## src/rtl/pram_arbiter_if.sv

```systemverilog
// pram_arbiter_if: boot/data/fetch requester signals and the PRAM port shared through pram_arbiter
interface pram_arbiter_if #(
    parameter int ADDR_W = 12
) ();
    logic              boot_req;
    logic [ADDR_W-1:0] boot_addr;
    logic [31:0]       boot_wdata;
    logic              boot_last;
    logic              boot_gnt;
    logic              done_pram_load;
    logic              data_req;
    logic              data_we;
    logic [ADDR_W-1:0] data_addr;
    logic [31:0]       data_wdata;
    logic [3:0]        data_wstrb;
    logic              data_gnt;
    logic              data_rvalid;
    logic [31:0]       data_rdata;
    logic              fetch_req;
    logic [ADDR_W-1:0] fetch_addr;
    logic              fetch_gnt;
    logic              fetch_rvalid;
    logic [31:0]       fetch_rdata;
    logic              pram_en;
    logic [3:0]        pram_we;
    logic [ADDR_W-1:0] pram_addr;
    logic [31:0]       pram_wdata;
    logic [31:0]       pram_rdata;
    modport slave (
        input  boot_req, boot_addr, boot_wdata, boot_last,
        input  data_req, data_we, data_addr, data_wdata, data_wstrb,
        input  fetch_req, fetch_addr, pram_rdata,
        output boot_gnt, done_pram_load, data_gnt, data_rvalid, data_rdata,
        output fetch_gnt, fetch_rvalid, fetch_rdata,
        output pram_en, pram_we, pram_addr, pram_wdata
    );
    modport master (
        output boot_req, boot_addr, boot_wdata, boot_last,
        output data_req, data_we, data_addr, data_wdata, data_wstrb,
        output fetch_req, fetch_addr, pram_rdata,
        input  boot_gnt, done_pram_load, data_gnt, data_rvalid, data_rdata,
        input  fetch_gnt, fetch_rvalid, fetch_rdata,
        input  pram_en, pram_we, pram_addr, pram_wdata
    );
endinterface

```

## src/rtl/pram_arbiter.sv

```systemverilog
// pram_arbiter: PRAM sharing between boot writes, data port and fetch; PRAM_ARB_STATS_EN adds stall counters
module pram_arbiter #(
    parameter int ADDR_W          = 12,
    parameter int RD_LAT          = 1,
    parameter int MAX_DATA_STREAK = 4
) (
    input  logic        clk,
    input  logic        reset,
`ifdef PRAM_ARB_STATS_EN
    output logic [15:0] fetch_stall_cnt,
    output logic [15:0] data_stall_cnt,
`endif
    pram_arbiter_if.slave bus
);
    typedef enum logic [1:0] {BOOT, IDLE, RD_WAIT} state_t;
    localparam int SW = $clog2(MAX_DATA_STREAK + 1);
    localparam int CW = (RD_LAT > 1) ? $clog2(RD_LAT) : 1;

    state_t            state;
    logic              done;
    logic [SW-1:0]     streak;
    logic [CW-1:0]     cnt;
    logic              owner_fetch;
    logic [31:0]       data_q;
    logic [31:0]       fetch_q;
    logic              starve;
    logic              boot_win;
    logic              data_win;
    logic              fetch_win;
    logic              rd_done;
    logic [ADDR_W-1:0] sel_addr;

    // Grants are combinational so each one coincides with its PRAM access; reset masks them
    assign starve    = streak == SW'(MAX_DATA_STREAK) && bus.fetch_req;
    assign boot_win  = !reset && state == BOOT && bus.boot_req;
    assign data_win  = !reset && state == IDLE && bus.data_req && !starve;
    assign fetch_win = !reset && state == IDLE && bus.fetch_req && !data_win;
    assign rd_done   = !reset && state == RD_WAIT && cnt == '0;
    assign sel_addr  = boot_win ? bus.boot_addr : data_win ? bus.data_addr : fetch_win ? bus.fetch_addr : '0;

    assign bus.boot_gnt       = boot_win;
    assign bus.data_gnt       = data_win;
    assign bus.fetch_gnt      = fetch_win;
    assign bus.done_pram_load = done;
    assign bus.pram_en        = boot_win || data_win || fetch_win;
    assign bus.pram_we        = boot_win ? 4'hF : (data_win && bus.data_we) ? bus.data_wstrb : 4'h0;
    assign bus.pram_addr      = sel_addr;
    assign bus.pram_wdata     = boot_win ? bus.boot_wdata : (data_win && bus.data_we) ? bus.data_wdata : '0;
    // Read data passes straight through on its valid cycle and is held afterwards
    assign bus.data_rvalid    = rd_done && !owner_fetch;
    assign bus.fetch_rvalid   = rd_done && owner_fetch;
    assign bus.data_rdata     = bus.data_rvalid ? bus.pram_rdata : data_q;
    assign bus.fetch_rdata    = bus.fetch_rvalid ? bus.pram_rdata : fetch_q;

    // Phase/read sequencing: boot until the last word, then one outstanding read at a time
    always_ff @(posedge clk) begin
        if (reset) begin
            state       <= BOOT;
            done        <= 1'b0;
            cnt         <= '0;
            owner_fetch <= 1'b0;
            data_q      <= '0;
            fetch_q     <= '0;
        end else begin
            case (state)
                BOOT: if (bus.boot_req && bus.boot_last) begin
                    state <= IDLE;
                    done  <= 1'b1;
                end
                IDLE: if ((data_win && !bus.data_we) || fetch_win) begin
                    state       <= RD_WAIT;
                    owner_fetch <= fetch_win;
                    cnt         <= CW'(RD_LAT - 1);
                end
                RD_WAIT: if (cnt == '0) state <= IDLE;
                    else cnt <= cnt - CW'(1);
                default: state <= BOOT;
            endcase
            if (bus.data_rvalid) data_q <= bus.pram_rdata;
            if (bus.fetch_rvalid) fetch_q <= bus.pram_rdata;
        end
    end

    // Count consecutive data wins over a waiting fetch; any fetch win or idle fetch clears it
    always_ff @(posedge clk) begin
        if (reset || !bus.fetch_req || fetch_win) streak <= '0;
        else if (data_win) streak <= streak + SW'(1);
    end

`ifdef PRAM_ARB_STATS_EN
    // Saturating post-boot stall counters per requester
    always_ff @(posedge clk) begin
        if (reset) begin
            fetch_stall_cnt <= '0;
            data_stall_cnt  <= '0;
        end else if (done) begin
            if (bus.fetch_req && !fetch_win && fetch_stall_cnt != 16'hFFFF) fetch_stall_cnt <= fetch_stall_cnt + 16'd1;
            if (bus.data_req && !data_win && data_stall_cnt != 16'hFFFF) data_stall_cnt <= data_stall_cnt + 16'd1;
        end
    end
`endif
endmodule

```

## src/flat_wrapper.sv

```systemverilog
// flat-port wrapper written by rule: the top's interface ports become plain ports
module pram_arbiter_flat 
#(
    parameter int ADDR_W          = 12,
    parameter int RD_LAT          = 1,
    parameter int MAX_DATA_STREAK = 4
)
  (clk, reset, bus_boot_req, bus_boot_addr, bus_boot_wdata, bus_boot_last, bus_data_req, bus_data_we, bus_data_addr, bus_data_wdata, bus_data_wstrb, bus_fetch_req, bus_fetch_addr, bus_pram_rdata, bus_boot_gnt, bus_done_pram_load, bus_data_gnt, bus_data_rvalid, bus_data_rdata, bus_fetch_gnt, bus_fetch_rvalid, bus_fetch_rdata, bus_pram_en, bus_pram_we, bus_pram_addr, bus_pram_wdata);
  pram_arbiter_if #(.ADDR_W(ADDR_W)) bus_i ();
  input  logic clk;
  input  logic reset;
  input wire logic [$bits(bus_i.boot_req)-1:0] bus_boot_req;
  input wire logic [$bits(bus_i.boot_addr)-1:0] bus_boot_addr;
  input wire logic [$bits(bus_i.boot_wdata)-1:0] bus_boot_wdata;
  input wire logic [$bits(bus_i.boot_last)-1:0] bus_boot_last;
  input wire logic [$bits(bus_i.data_req)-1:0] bus_data_req;
  input wire logic [$bits(bus_i.data_we)-1:0] bus_data_we;
  input wire logic [$bits(bus_i.data_addr)-1:0] bus_data_addr;
  input wire logic [$bits(bus_i.data_wdata)-1:0] bus_data_wdata;
  input wire logic [$bits(bus_i.data_wstrb)-1:0] bus_data_wstrb;
  input wire logic [$bits(bus_i.fetch_req)-1:0] bus_fetch_req;
  input wire logic [$bits(bus_i.fetch_addr)-1:0] bus_fetch_addr;
  input wire logic [$bits(bus_i.pram_rdata)-1:0] bus_pram_rdata;
  output wire logic [$bits(bus_i.boot_gnt)-1:0] bus_boot_gnt;
  output wire logic [$bits(bus_i.done_pram_load)-1:0] bus_done_pram_load;
  output wire logic [$bits(bus_i.data_gnt)-1:0] bus_data_gnt;
  output wire logic [$bits(bus_i.data_rvalid)-1:0] bus_data_rvalid;
  output wire logic [$bits(bus_i.data_rdata)-1:0] bus_data_rdata;
  output wire logic [$bits(bus_i.fetch_gnt)-1:0] bus_fetch_gnt;
  output wire logic [$bits(bus_i.fetch_rvalid)-1:0] bus_fetch_rvalid;
  output wire logic [$bits(bus_i.fetch_rdata)-1:0] bus_fetch_rdata;
  output wire logic [$bits(bus_i.pram_en)-1:0] bus_pram_en;
  output wire logic [$bits(bus_i.pram_we)-1:0] bus_pram_we;
  output wire logic [$bits(bus_i.pram_addr)-1:0] bus_pram_addr;
  output wire logic [$bits(bus_i.pram_wdata)-1:0] bus_pram_wdata;
  assign bus_i.boot_req = bus_boot_req;
  assign bus_i.boot_addr = bus_boot_addr;
  assign bus_i.boot_wdata = bus_boot_wdata;
  assign bus_i.boot_last = bus_boot_last;
  assign bus_i.data_req = bus_data_req;
  assign bus_i.data_we = bus_data_we;
  assign bus_i.data_addr = bus_data_addr;
  assign bus_i.data_wdata = bus_data_wdata;
  assign bus_i.data_wstrb = bus_data_wstrb;
  assign bus_i.fetch_req = bus_fetch_req;
  assign bus_i.fetch_addr = bus_fetch_addr;
  assign bus_i.pram_rdata = bus_pram_rdata;
  assign bus_boot_gnt = bus_i.boot_gnt;
  assign bus_done_pram_load = bus_i.done_pram_load;
  assign bus_data_gnt = bus_i.data_gnt;
  assign bus_data_rvalid = bus_i.data_rvalid;
  assign bus_data_rdata = bus_i.data_rdata;
  assign bus_fetch_gnt = bus_i.fetch_gnt;
  assign bus_fetch_rvalid = bus_i.fetch_rvalid;
  assign bus_fetch_rdata = bus_i.fetch_rdata;
  assign bus_pram_en = bus_i.pram_en;
  assign bus_pram_we = bus_i.pram_we;
  assign bus_pram_addr = bus_i.pram_addr;
  assign bus_pram_wdata = bus_i.pram_wdata;
  pram_arbiter #(.ADDR_W(ADDR_W), .RD_LAT(RD_LAT), .MAX_DATA_STREAK(MAX_DATA_STREAK)) u_core (.clk(clk), .reset(reset), .bus(bus_i));
endmodule
```

## config.mk

```make
export PLATFORM = sky130hd
export DESIGN_NAME = pram_arbiter_flat
export DESIGN_NICKNAME = d
export VERILOG_FILES = /design/src/rtl/pram_arbiter_if.sv /design/src/rtl/pram_arbiter.sv /design/src/flat_wrapper.sv
export SDC_FILE = /design/constraint.sdc
export NUM_CORES = 1
export LEC_CHECK = 0
export BUFFER_PORTS_ARGS = -buffer_cell sky130_fd_sc_hd__buf_2
export CAP_MARGIN = 20
export CORE_MARGIN = 5
export CORE_UTILIZATION = 41
export DETAILED_ROUTE_END_ITERATION = 6
export HOLD_SLACK_MARGIN = 0.12
export PLACE_DENSITY_LB_ADDON = 0.25
export SETUP_SLACK_MARGIN = 0.5
export SYNTH_ARGS = -nofsm -noshare
export SYNTH_HDL_FRONTEND = slang
export SYNTH_SLANG_ARGS = --single-unit
```

## constraint.sdc

```tcl
create_clock -name clk -period 2.4 [get_ports clk]
set_clock_uncertainty 0.15 [all_clocks]
set_input_delay 0.12 -clock clk [delete_from_list [all_inputs] [get_ports clk]]
set_output_delay 0.12 -clock clk [all_outputs]
set_load 0.005 [all_outputs]
```

### Yosys cells after proc, flatten, opt, wreduce, memory -nomap -nowiden

Index checks and enable logic that the tools add are counted.
W data, S select, Z words.

* word-level logic and storage cells: 64
* input port bits: 143
* register bits after elaboration: 72

* reductions and logical operators: 32
* bitwise gates (word level): 1
* multiplexer cells: 16
* eq/ne operators: 6
* $add $sub $neg: 2

Operators by type and width (number)
* $mux W32: 4
* $mux W12: 3
* $logic_and A1 B1 Y1: 15
* $mux W4: 2
* $logic_not A1 Y1: 6
* $mux W2: 3
* $ne A2 B2 Y1 const B: 3
* $pmux W2 S3: 1
* $reduce_and A2 Y1: 3
* $logic_or A1 B1 Y1: 5
* $add A3 B1 Y3 const B: 1
* $eq A3 B3 Y1 const B: 1
* $reduce_and A3 Y1: 1
* $eq A2 B1 Y1 const B: 1
* $eq A2 B2 Y1 const B: 1
* $logic_not A2 Y1: 1
* $mux W1: 2
* $pmux W1 S2: 1
* $reduce_bool A2 Y1: 1
* $not A1 Y1: 1
* $sub A1 B1 Y1 const B: 1

### Longest topological paths before layout

Gate-level depths: netlist of run 1.

* word-level depth: 9
* gate-level depth with buffers: 7
* depth with buffers taken out: 5

### Worst setup path before layout of run 1

No wires, ideal clock.

* path type: flip-flop to flip-flop
* start: register u_core.owner_fetch
* end: register u_core.fetch_q[29]
* setup slack: 0.627 ns
* required time: 2.122 ns
* buffers on the path: 2
* arrival time: 1.494 ns
* period minus slack after synthesis: 1.773 ns
* cell stages (with the launch flop): 6
* cells stage by stage: dfxtp_1 > nor4bb_1 > buf_2 > buf_2 > mux2_2 > nor2b_1

* longest elaborated chain between the ends: 2

RTL lines
* start, declared: line pram_arbiter.sv:23 `logic owner_fetch;`
* start signal, assigned: line pram_arbiter.sv:72 `owner_fetch <= fetch_win;`
* $logic_and A1 B1 Y1: line pram_arbiter.sv:51 `assign bus.fetch_rvalid = rd_done && owner_fetch;`
* net bus_fetch_rvalid: line flat_wrapper.sv:30 `output wire logic [$bits(bus_i.fetch_rvalid)-1:0] bus_fetch_rvalid;`
* $mux W32
* net bus_fetch_rdata[29]: line flat_wrapper.sv:31 `output wire logic [$bits(bus_i.fetch_rdata)-1:0] bus_fetch_rdata;`
* end signal, assigned: line pram_arbiter.sv:80 `if (bus.fetch_rvalid) fetch_q <= bus.pram_rdata;`
* end, declared: line pram_arbiter.sv:25 `logic [31:0] fetch_q;`

The timed path passes the listed nets, and every way through them passes these cells.
A chain may end at the register's enable or synchronous reset.

### Final worst setup path of run 1

* start: register u_core.state[0]
* end: output bus_pram_addr[9]

* longest elaborated chain between the ends: 9
* elaborated cells between the ends (all ways): 13
* classes of those cells: eq/ne: 1; mux: 3; reduce/logical: 9

RTL lines
* start, declared: line pram_arbiter.sv:19 `state_t state;`
* start signal, assigned: line pram_arbiter.sv:58 `state <= BOOT;`
* start signal, assigned: line pram_arbiter.sv:67 `state <= IDLE;`
* start signal, assigned: line pram_arbiter.sv:71 `state <= RD_WAIT;`
* $eq A2 B1 Y1: line pram_arbiter.sv:36, pram_arbiter.sv:37
* $logic_and A1 B1 Y1: line pram_arbiter.sv:36, pram_arbiter.sv:37
* $logic_and A1 B1 Y1 (2 in series): line pram_arbiter.sv:36 `assign data_win = !reset && state == IDLE && bus.data_req && !starve;`
* $logic_not A1 Y1: line pram_arbiter.sv:37 `assign fetch_win = !reset && state == IDLE && bus.fetch_req && !data_win;`
* $logic_and A1 B1 Y1: line pram_arbiter.sv:37
* $mux W12 (2 in series): line pram_arbiter.sv:39 `assign sel_addr = boot_win ? bus.boot_addr : data_win ? bus.data_addr : fetch_win ? bus.fetch_addr : '0;`
* $mux W12 (*): line pram_arbiter.sv:39
* end, declared: line flat_wrapper.sv:34 `output wire logic [$bits(bus_i.pram_addr)-1:0] bus_pram_addr;`

Mark *: on every way between the ends. The rest lies on a longest branch, timed or not.

==> flow_summary_export.csv, run 1 <==
group,metric,value,unit
synth,synth_nets,499,
cells_and_area,drive_gt1_share,59.2,%
synth,syn_area_per_cell,9.98,um2
worst_setup_path,cp.required,2.13,ns
cells_and_area,area_delta_synth_final,90.7,%
die,initial_core_util,42.6,%
route,drcViolationCount,0,
die,num_rows,33,
synth,synth_edf_count,0,
worst_setup_path,critPathSlowestCell,"dfxtp_4",
flow_run,cap_violations,0,
sta,max_freq,466,MHz
power,power.density,413,nW/um2
cells_and_area,seqCellArea,1430,um2
sta,finalMaxSlewViolations,0,
place,pre_cts_ws,0.452,ns
synth,syn_area,3530,um2
sta,fin_crit,2.15,ns
cells_and_area,n_fill_cell,487,
sta,tightest_slew,0.679,ns
clocking,cts.sinks,71,
place,place_area,4940,um2
power,p_leak,3.26,nW
synth,synthTopCellsByArea,"dfxtp_1 (40%), mux2_2 (20%), nor2b_1 (12%)",
sta,rsz0062_at_grt,"true",
cells_and_area,fin_nets,821,
power,power.total,2.79,mW
route,drtIter0Drc,168,
place,io_buffers,261,
synth,ys_ff_latch,71,
power,peakVddDrop,0.208,mV
clocking,clockRootBuffer,"clkbuf_8",
die,fp.dieW,103,um
synth,ys_types,34,
cells_and_area,multi_input_area,2230,um2
sta,layout_setup_ws,0.254,ns
sta,fin_crit_sh,89.4,%
clocking,cts_max_level,3,
clocking,cts_buffers,9,
global_route,gr-total-overflow,0,
cells_and_area,final_common_cell,"buf_2",
global_route,grt_util_all_layers,25.5,%
global_route,grt_pass1_vias,4132,
worst_setup_path,critical_path_class,"register to output port",
die,io_pins,262,
synth,ys_async_sr_fraction,0,%
die,dieArea,10600,um2
place,dp_hpwl,9590,um
die,coreArea,8300,um2
synth,yosys_warnings,0,
route,totalWireLength,16600,um
worst_setup_path,start_kind,"register",
hold_path,hold_path_class,"primary input to register",
synth,ys.flop_type,"dfxtp_1",
worst_setup_path,path_cells,"buf_4, nor4b_4, buf_6, buf_12, nand2_1, o211ai_1, buf_2",
place,place.gp.congestion,0.939,
clocking,clockBufferDepth,2,
route,firstDrtPassIters,5,
cells_and_area,fin_util,81.2,%
worst_setup_path,worstPathArrival,1.88,ns
global_route,antenna_found_initial,0,
worst_setup_path,critPathMaxStageDelay,0.37,ns
clocking,clock_latency,0.33,ns
sta,finalSetupTns,0,ns
route,viasPerCell,5.33,
worst_setup_path,path_max_fanout,7,
clocking,clkTransAtPathRegs,0.07,ns
synth,postSynthCellCount,354,
worst_setup_path,critPathCaptureType,"output port",
cells_and_area,final_cell_mix,"buf_2 (205), dfxtp_1 (66), nor2b_1 (64), buf_6 (64), mux2_4 (54)",
sta,setup_viol,0,
synth,synth_area_leader_cell,"dfxtp_1",
route,routed-via-count,4192,
die,die_y,103,um
cells_and_area,antennaDiodeCount,0,
cells_and_area,final_area,6740,um2
clocking,cts_tree,"built",
global_route,grt_pass1_wl,20800,um
sta,finalHoldViolCount,0,
route,wl_per_cell,21.2,um
sta,slew_headroom,54.7,%
global_route,grt_max_degree,65,
synth,synth_top_area_share,40.2,%
route,final_antenna_net_count,0,
synth,synth-seq-area-share,40.2,%
status,run_status,"finished clean",
==> critical path, delay by kind of cell (launching register included) <==
kind / cells / cell delay, ns
AOI/OAI and AO/OA: 1 / 0.14
and+or+nand+nor: 2 / 0.39
buffers and inverters: 4 / 0.65
DFF: 1 / 0.37
==> per-stage QoR <==
stage,hold slack (ns),std cells
finish,0.149,786
global route,0.174,786
CTS,0.0182,766
detailed placement,0.223,696
global placement,0.218,696
floorplan,0.0786,354
==> cell usage after synthesis, drive strengths merged, types with 3 or more instances <==
cell type,n
dfxtp,71
nor2b,65
mux2,64
a22o,32
nand2,29
clkbuf,18
buf,13
nand4,13
o211ai,12
inv,5
a21o,4
nand3,3
==> power breakdown <==
group	total, mW	leakage (nW)	switching [mW]	internal [mW]
Clock	0.994	0.105	0.458	0.535
Combinational	0.591	2.58	0.250	0.341
Sequential	1.20	0.575	0.00949	1.19
Total	2.79	3.26	0.718	2.07
==> per-layer routing <==
layer | wire length (um) | GRT usage, % | up-vias
met5 | 0 | 0 | -
met4 | 636 | 12.2 | 0
met3 | 1330 | 6.63 | 51
met2 | 9050 | 47.5 | 230
met1 | 5620 | 26.3 | 2006
li1 | - | - | 1905
==> cell type report <==
type | instances | share of cell area [%]
Inverter | 5 | 0.279
Sequential cell | 71 | 21.3
Tap cell | 105 | 1.95
Clock inverter | 5 | 0.836
Multi-Input combinational cell | 247 | 33.1
Timing Repair Buffer | 342 | 40.3
Clock buffer | 11 | 2.25
==> registers in the layout, summed over array words and instances, names as in the netlist <==
signal,count
u_core.data_q,32
u_core.fetch_q,32
u_core.streak,3
u_core.state,2
u_core.bus.done_pram_load,1
u_core.owner_fetch,1
==> what timing repair did <==
item                                    4_1_cts  5_1_grt
endpoints found under the setup margin      116      124
hold endpoints to repair                     71        2
gates cloned                                  6        9
pin swaps                                     4        7
hold buffers                                 38        1
setup buffers                                10       10
resized for setup                            66       89
==> path summary, 6_finish.rpt <==
check | from | end | slack, ns | depth (start not counted)
max reg2reg | u_core.state[0] | u_core.fetch_q[11] | 0.50 | 7
min | reset | u_core.owner_fetch | 0.15 | 3
min reg2reg | u_core.owner_fetch | u_core.owner_fetch | 0.35 | 2
max | u_core.state[0] | bus_pram_addr[9] | 0.25 | 7
==> logic make-up after synthesis <==
group | Yosys count | share of synthesized area [%]
muxes | 64 | 20.4
and+or+nand+nor | 123 | 20.9
AOI/OAI and AO/OA | 58 | 13.3
buffers and inverters | 36 | 4.50
DFF | 71 | 40.2
adders and majority gates | 2 | 0.708
No activity file was read; power rests on OpenSTA's default activity.
==> run 2: changes to the inputs <==
--- a/config.mk
+++ b/config.mk
@@ -8,7 +8,8 @@
 export BUFFER_PORTS_ARGS = -buffer_cell sky130_fd_sc_hd__buf_2
 export CAP_MARGIN = 20
 export CORE_MARGIN = 5
-export CORE_UTILIZATION = 41
+export CORE_UTILIZATION = 42
+export CTS_BUF_LIST = sky130_fd_sc_hd__clkbuf_8
 export DETAILED_ROUTE_END_ITERATION = 6
 export HOLD_SLACK_MARGIN = 0.12
 export PLACE_DENSITY_LB_ADDON = 0.25
==> run 2 against run 1 <==
  * Maximum frequency down 4.5%
  * Count of clock-buffer cells in the layout is 1 lower
  * Highest routed layer is now met5
  * Power up 2.0%
  * First-iteration DRC count down 7.1%
  * Largest cell class unchanged
  * Largest power group unchanged
  * Critical path type unchanged
==> flow_summary_export.csv, run 2 (synthesized netlist as in run 1, its figures left out) <==
group,metric,value,unit
worst_setup_path,start_kind,"register",
cells_and_area,largestRegisters,"u_core.data_q (32), u_core.fetch_q (32), u_core.streak (3)",
power,p_int,2.09,mW
route,drtIter0Drc,156,
clocking,cts_tree,"built",
die,dieArea,10300,um2
sta,holdWs,0.160,ns
global_route,grt_max_degree,55,
cells_and_area,final_cell_mix,"buf_2 (195), buf_6 (75), dfxtp_1 (66)",
worst_setup_path,critPathMaxStageDelay,0.37,ns
sta,finalMaxSlewViolations,0,
hold_path,hold_path_class,"primary input to register",
power,power.density,402,nW/um2
worst_setup_path,critPathSlowestCell,"dfxtp_4",
worst_setup_path,cp.required,2.13,ns
place,place_area,4940,um2
global_route,grt_pass1_vias,4183,
sta,tightest_slew,0.557,ns
cells_and_area,final_common_cell,"buf_2",
place,pre_cts_ws,0.381,ns
route,viasPerCell,5.35,
worst_setup_path,path_cells,"nor4bb_4, buf_4, buf_12, buf_12, mux2_4, buf_6",
sta,slew_headroom,62.9,%
route,totalWireLength,17500,um
power,power.total,2.84,mW
sta,finalHoldViolCount,0,
clocking,cts_max_level,3,
sta,fin_crit,2.25,ns
cells_and_area,final_area,7060,um2
power,p_clk_share,34.7,%
worst_setup_path,worstPathArrival,1.98,ns
route,firstDrtPassIters,5,
die,num_rows,33,
route,final_antenna_net_count,0,
die,io_pins,262,
clocking,cts_buffers,9,
power,p_sw_share,26.6,%
sta,max_freq,445,MHz
global_route,antenna_found_initial,2,
sta,layout_setup_ws,0.154,ns
cells_and_area,antennaDiodeCount,0,
clocking,clkTransAtPathRegs,0.07,ns
power,peakVddDrop,0.351,mV
worst_setup_path,critical_path_class,"register to output port",
clocking,clockBufferDepth,2,
clocking,cts.sinks,71,
sta,finalSetupTns,0,ns
power,p_leak,3.39,nW
clocking,clockRootBuffer,"clkbuf_8",
sta,rsz0062_at_grt,"true",
place,place.gp.congestion,0.957,
die,coreArea,8220,um2
route,drcViolationCount,0,
worst_setup_path,path_max_fanout,7,
global_route,grt_pass1_wl,21900,um
cells_and_area,drive_gt1_share,61.6,%
status,run_status,"finished clean",
power,pwr-share-seq,42.4,%
worst_setup_path,cpMostUsedCell,"buf_12",
route,routed-via-count,4256,
place,io_buffers,261,
power,net-switching-power,0.756,mW
sta,fin_crit_sh,93.6,%
sta,setup_viol,0,
cells_and_area,area_delta_synth_final,99.9,%
cells_and_area,fin_nets,831,
die,fp.dieW,102,um
clocking,clock_latency,0.33,ns
power,power.share.combinational,22.9,%
flow_run,cap_violations,0,
die,die_y,102,um
global_route,grt_util_all_layers,27.3,%
die,initial_core_util,43.0,%
global_route,gr-total-overflow,0,
worst_setup_path,critPathCaptureType,"output port",
route,wl_per_cell,21.9,um
place,dp_hpwl,10000,um
[run 2: path summary, 6_finish.rpt]
check	startpoint	to	slack, ns	cells after the start
worst max-delay path	u_core.owner_fetch	bus_fetch_rdata[8]	0.15	6
worst max register to register	u_core.owner_fetch	u_core.fetch_q[22]	0.42	7
worst min-delay path	bus_data_req	u_core.streak[2]	0.16	3
worst min register to register	u_core.bus.done_pram_load	u_core.bus.done_pram_load	0.35	2
[run 2: what timing repair did]
item / in CTS / in global routing
endpoints found under the setup margin: 167 / 118
hold buffers: 39 / 0
hold endpoints to repair: 71 / 0
pin swaps: 11 / 24
setup buffers: 12 / 15
cloned: 7 / 7
gates resized for setup: 93 / 113
[run 2: power groups by stage]
stage	Combinational, mW	Clock [mW]	Sequential [mW]
6_report	0.652	0.986	1.20
2_1_floorplan	0.170	0	1.23
4_1_cts	0.534	0.994	1.20
5_1_grt	0.692	1.05	1.20
3_3_place_gp	0.400	0	1.23
3_5_place_dp	0.407	0	1.23
[run 2: metal layers]
layer | up-vias | track usage (%) | wire (um)
met5 | - | 0 | 21
met4 | 4 | 9.20 | 469
met3 | 43 | 5.85 | 1200
met2 | 219 | 51.2 | 9590
met1 | 2062 | 30.2 | 6180
li1 | 1928 | - | -
[run 2: through the flow]
step | std cells | util, %
finish | 796 | 85.9
global route | 796 | 85.9
CTS | 774 | 76.3
detailed placement | 700 | 60.1
global placement | 700 | 60.1
floorplan | 354 | -
[run 2: area by class of cell]
class                           count  area [um2]
Multi-Input combinational cell    247        2330
Fill cell                         423        1150
Sequential cell                    71        1440
Tap cell                          105         131
Clock buffer                       10         138
Timing Repair Buffer              352        2940
Inverter                            5        18.8
Clock inverter                      6        67.6
[run 2: worst max-delay path, delay by kind of cell, from the launching register on]
| family | cells | cell delay (ns) |
|---|---|---|
| buf+inv | 4 | 0.58 |
| flops | 1 | 0.37 |
| simple gates | 1 | 0.35 |
| mux | 1 | 0.34 |
